`src/rtl/gbsha_fir_mac.sv`:
```
// gbsha_fir_mac: time-shared single-MAC FIR with loadable coefs, output shift and saturation; ports: clk, reset, x_in/x_valid/x_ready sample in, coef_we/coef_addr/coef_data coef write, y_out/y_valid/y_sat result
module gbsha_fir_mac #(
  parameter int N_TAPS  = 4,
  parameter int BW_in   = 4,
  parameter int BW_coef = 4,
  parameter int BW_acc  = 10,
  parameter int BW_out  = 4,
  parameter int SHIFT   = 0
) (
  input  logic                       clk,
  input  logic                       reset,
  input  logic signed [BW_in-1:0]    x_in,
  input  logic                       x_valid,
  output logic                       x_ready,
  input  logic                       coef_we,
  input  logic [$clog2(N_TAPS)-1:0]  coef_addr,
  input  logic signed [BW_coef-1:0]  coef_data,
  output logic signed [BW_out-1:0]   y_out,
  output logic                       y_valid,
  output logic                       y_sat
);
  localparam int AW = $clog2(N_TAPS);
  localparam logic signed [BW_acc-1:0] y_max = BW_acc'((1 << (BW_out - 1)) - 1);
  localparam logic signed [BW_acc-1:0] y_min = ~y_max;
  typedef enum logic [1:0] {IDLE, MAC, OUT} state_t;
  state_t state;
  logic signed [BW_in-1:0] x [N_TAPS];
  logic signed [BW_coef-1:0] coef [N_TAPS];
  logic signed [BW_acc-1:0] acc, prod, s;
  logic [AW-1:0] k;
  assign x_ready = state == IDLE;
  always_comb begin
    prod = BW_acc'(coef[k]) * BW_acc'(x[k]);
    s = acc >>> SHIFT;
  end
  always_ff @(posedge clk or posedge reset) begin
    if (reset) begin
      state <= IDLE;
      acc <= '0;
      k <= '0;
      y_out <= '0;
      y_valid <= 1'b0;
      y_sat <= 1'b0;
      for (int i = 0; i < N_TAPS; i++) begin
        x[i] <= '0;
        coef[i] <= i == 0 ? BW_coef'(1) : '0;
      end
    end else begin
      y_valid <= 1'b0;
      case (state)
        IDLE: begin
          if (coef_we)
            for (int i = 0; i < N_TAPS; i++)
              if (coef_addr == AW'(i)) coef[i] <= coef_data;
          if (x_valid) begin
            x[0] <= x_in;
            for (int i = 1; i < N_TAPS; i++) x[i] <= x[i-1];
            acc <= '0;
            k <= '0;
            state <= MAC;
          end
        end
        MAC: begin
          acc <= acc + prod;
          k <= k + AW'(1);
          if (k == AW'(N_TAPS - 1)) state <= OUT;
        end
        default: begin
          y_out <= s > y_max ? y_max[BW_out-1:0] : s < y_min ? y_min[BW_out-1:0] : s[BW_out-1:0];
          y_sat <= s > y_max || s < y_min;
          y_valid <= 1'b1;
          state <= IDLE;
        end
      endcase
    end
  end
endmodule
```
`config.mk`:
```
export PLATFORM = sky130hd
export DESIGN_NAME = gbsha_fir_mac
export DESIGN_NICKNAME = d
export VERILOG_FILES = /design/src/rtl/gbsha_fir_mac.sv
export SDC_FILE = /design/constraint.sdc
export NUM_CORES = 1
export LEC_CHECK = 0
export ABC_AREA = 1
export CAP_MARGIN = 20
export CORE_AREA = 2 2 95 97
export DETAILED_ROUTE_END_ITERATION = 16
export DIE_AREA = 0 0 97 99
export PLACE_DENSITY_LB_ADDON = 0.12
export SYNTH_ARGS = -nofsm -noshare
export SYNTH_HDL_FRONTEND = slang
export SYNTH_SLANG_ARGS = --single-unit
```
`constraint.sdc`:
```
create_clock -name clk -period 5.3 [get_ports clk]
set_input_delay 1.06 -clock clk [delete_from_list [all_inputs] [get_ports clk]]
set_output_delay 1.06 -clock clk [all_outputs]
set_load 0.005 [all_outputs]
```
==> impl_metrics.tcl <==
set metrics [dict create \
    cp_slowest_cell "dfrtp_1" \
    worstPathRequired_ps 5510 \
    hp-class "register to register" \
    synthMostInstantiatedCell "nand2_1" \
    setup_violations 0 \
    final_antenna_net_count 0 \
    synth_area_mm2 0.00336 \
    drt_iter0_markers 98 \
    synth_fp_nets 457 \
    rsz0062_at_grt "false" \
    slew_viol_final 0 \
    cap_violations 0 \
    synth_seq_area_share 0.387 \
    relSlewSlack 0.572 \
    antenna_found_initial 0 \
    hold_viol 0 \
    cts_max_path_buffers 2 \
    cts_tree "yes" \
    critPathMaxStageDelay_ps 630 \
    cts_buffers 5 \
    vias_per_cell 4.77 \
    yosysUniqueCellTypes 32 \
    path_cells "inv_1 -> nand2_1 -> a32oi_1 -> inv_1 -> nor2_1 -> fa_1 -> fa_1 -> inv_1 -> fa_1 -> inv_1 -> ha_1 -> nand2_1 -> nand3_1 -> a21oi_1 -> nand3_1 -> nand3_1 -> nand2_1" \
    synthArstFlopShare 1.00 \
    root_buffer "clkbuf_8" \
    fin_setup_tns_ps 0 \
    grt_max_degree 39 \
    criticalPathCategory "register to register" \
    status "completed" \
    core_area_mm2 0.00855 \
    wl_um 6840 \
    period_share 0.867 \
    cts_resized 0 \
    dp_hpwl_um 5360 \
    start_util 0.393 \
    vias 2526 \
    fill_cells 851 \
    nNetsFinal 475 \
    std_cell_rows 34 \
    area_growth_pct 11.8 \
    grt_overflow 0 \
    ys.flop_type "dfrtp_1" \
    wl_per_cell_um 12.9 \
    synth_area_leader_cell "dfrtp_1" \
    synth_edf_count 0 \
    firstDrtPassIters 4 \
    critPathMostFrequentCell "inv_1" \
    holdBufCountCts 0 \
    endpoint_kind "register" \
    n_antenna_cell 0 \
    io_buffers 20 \
    synth.top_cell.area_share 0.380 \
    start_kind "register" \
    synthTopCellsByArea "dfrtp_1, nand2_1, fa_1" \
    syn_inst 403 \
    cts_post_setup_buffers_inserted 0 \
    holdWs_ps 493 \
    clock_skew_ps 6.94 \
    max_freq_mhz 218 \
    drive_gt1_frac 0.0569 \
    grt_pass1_vias 2540 \
    cts.sinks 52 \
    dieArea_mm2 0.00960 \
    clk_pin_slew_ps 100 \
    synthTopCellsByCount "nand2_1, inv_1, dfrtp_1" \
    worstPathArrival_ps 4810 \
    yosysWarnings 0 \
    grt_use_total 0.153 \
    syn_area_per_cell_um2 8.34 \
    insertion_delay_ps 310 \
    crit_fanout 22 \
    place_congestion 0.879 \
    fin_crit_ps 4600 \
    synth_seq_cells 52 \
    die_w_um 97 \
    cts-htree-levels 2 \
    io_pins 21 \
    worst_pin_slew_ps 642 \
    grt_pass1_wl_um 11900 \
    die_h_um 99 \
    drc 0 \
]
-- per-stage QoR --
stage                      util  cells  setup slack, ps  area [µm²]
after detailed placement  0.426    522              715        3640
after global placement    0.424    521              896        3620
after global routing      0.440    530              294        3760
final                     0.440    530              704        3760
after floorplan               -    403             1310        3360
after CTS                 0.440    530              690        3760
-- cell usage in the layout (no fill, tap or decap), types with 2 or more instances in the layout --
master           count
ha_1                22
o21ai_0             39
nand4_1              3
o21ai_1              2
a31oi_1              2
clkbuf_8             5
nor2_4               2
inv_2                4
a32o_1               2
a32oi_1              3
fa_1                18
a22o_1               5
nand2_1            108
inv_1               66
dfrtp_1             51
nand2_2              3
clkdlybuf4s50_1     20
nor2_1              25
nand3_1             16
a21oi_1             12
-- cell families after synthesis --
| family | synth area share |
|---|---|
| simple gates | 0.204 |
| xor+xnor | 0.00521 |
| fa+ha+maj | 0.189 |
| buf+inv | 0.0997 |
| flops | 0.387 |
| compound gates | 0.115 |
-- area by class of cell --
type                    instances  area, µm²  share of cell area
clock inverters                 3       46.3              0.0123
well taps                     108        135              0.0359
repair buffers                 21        220              0.0586
inverters                      70        263              0.0699
flip-flops and latches         52       1300               0.346
multi-input cells             271       1720               0.459
clock buffers                   5       68.8              0.0183
-- registers in the layout (all words and copies together), names as in the netlist --
register / cells
k: 2
y_out: 4
x: 16
state: 2
y_sat: 1
y_valid: 1
acc: 10
coef: 16
-- path summary, 6_finish.rpt --
kind	from	end	slack, ps	cells after the start
max	k[0]	acc[9]	700	17
min	y_out[0]	y_out[0]	490	2
max reg2reg	k[0]	acc[9]	700	17
min reg2reg	y_out[0]	y_out[0]	490	2
max in group asynchronous	reset	coef[12]	3690	3
min in group asynchronous	reset	acc[3]	1020	2
-- routing by layer --
| layer | vias to the layer above | track usage | routed length, µm |
|---|---|---|---|
| li1 | 1303 | - | - |
| met1 | 1185 | 0.206 | 3360 |
| met2 | 32 | 0.261 | 3270 |
| met3 | 6 | 0.0255 | 148 |
| met4 | 0 | 0.0358 | 62 |
| met5 | - | 0 | 0 |
-- critical path: cells and delay by family (launching register included) --
| kind | cells | cell delay, ps |
|---|---|---|
| buffers and inverters | 4 | 650 |
| adder cells (fa/ha/maj) | 4 | 1910 |
| AND/OR/NAND/NOR | 7 | 860 |
| flip-flops | 1 | 630 |
| AO/OA/AOI/OAI | 2 | 440 |
Power is left out: the tool's default activity adds up to more than one toggle a clock period on the data nets, which glitch-free logic cannot reach.
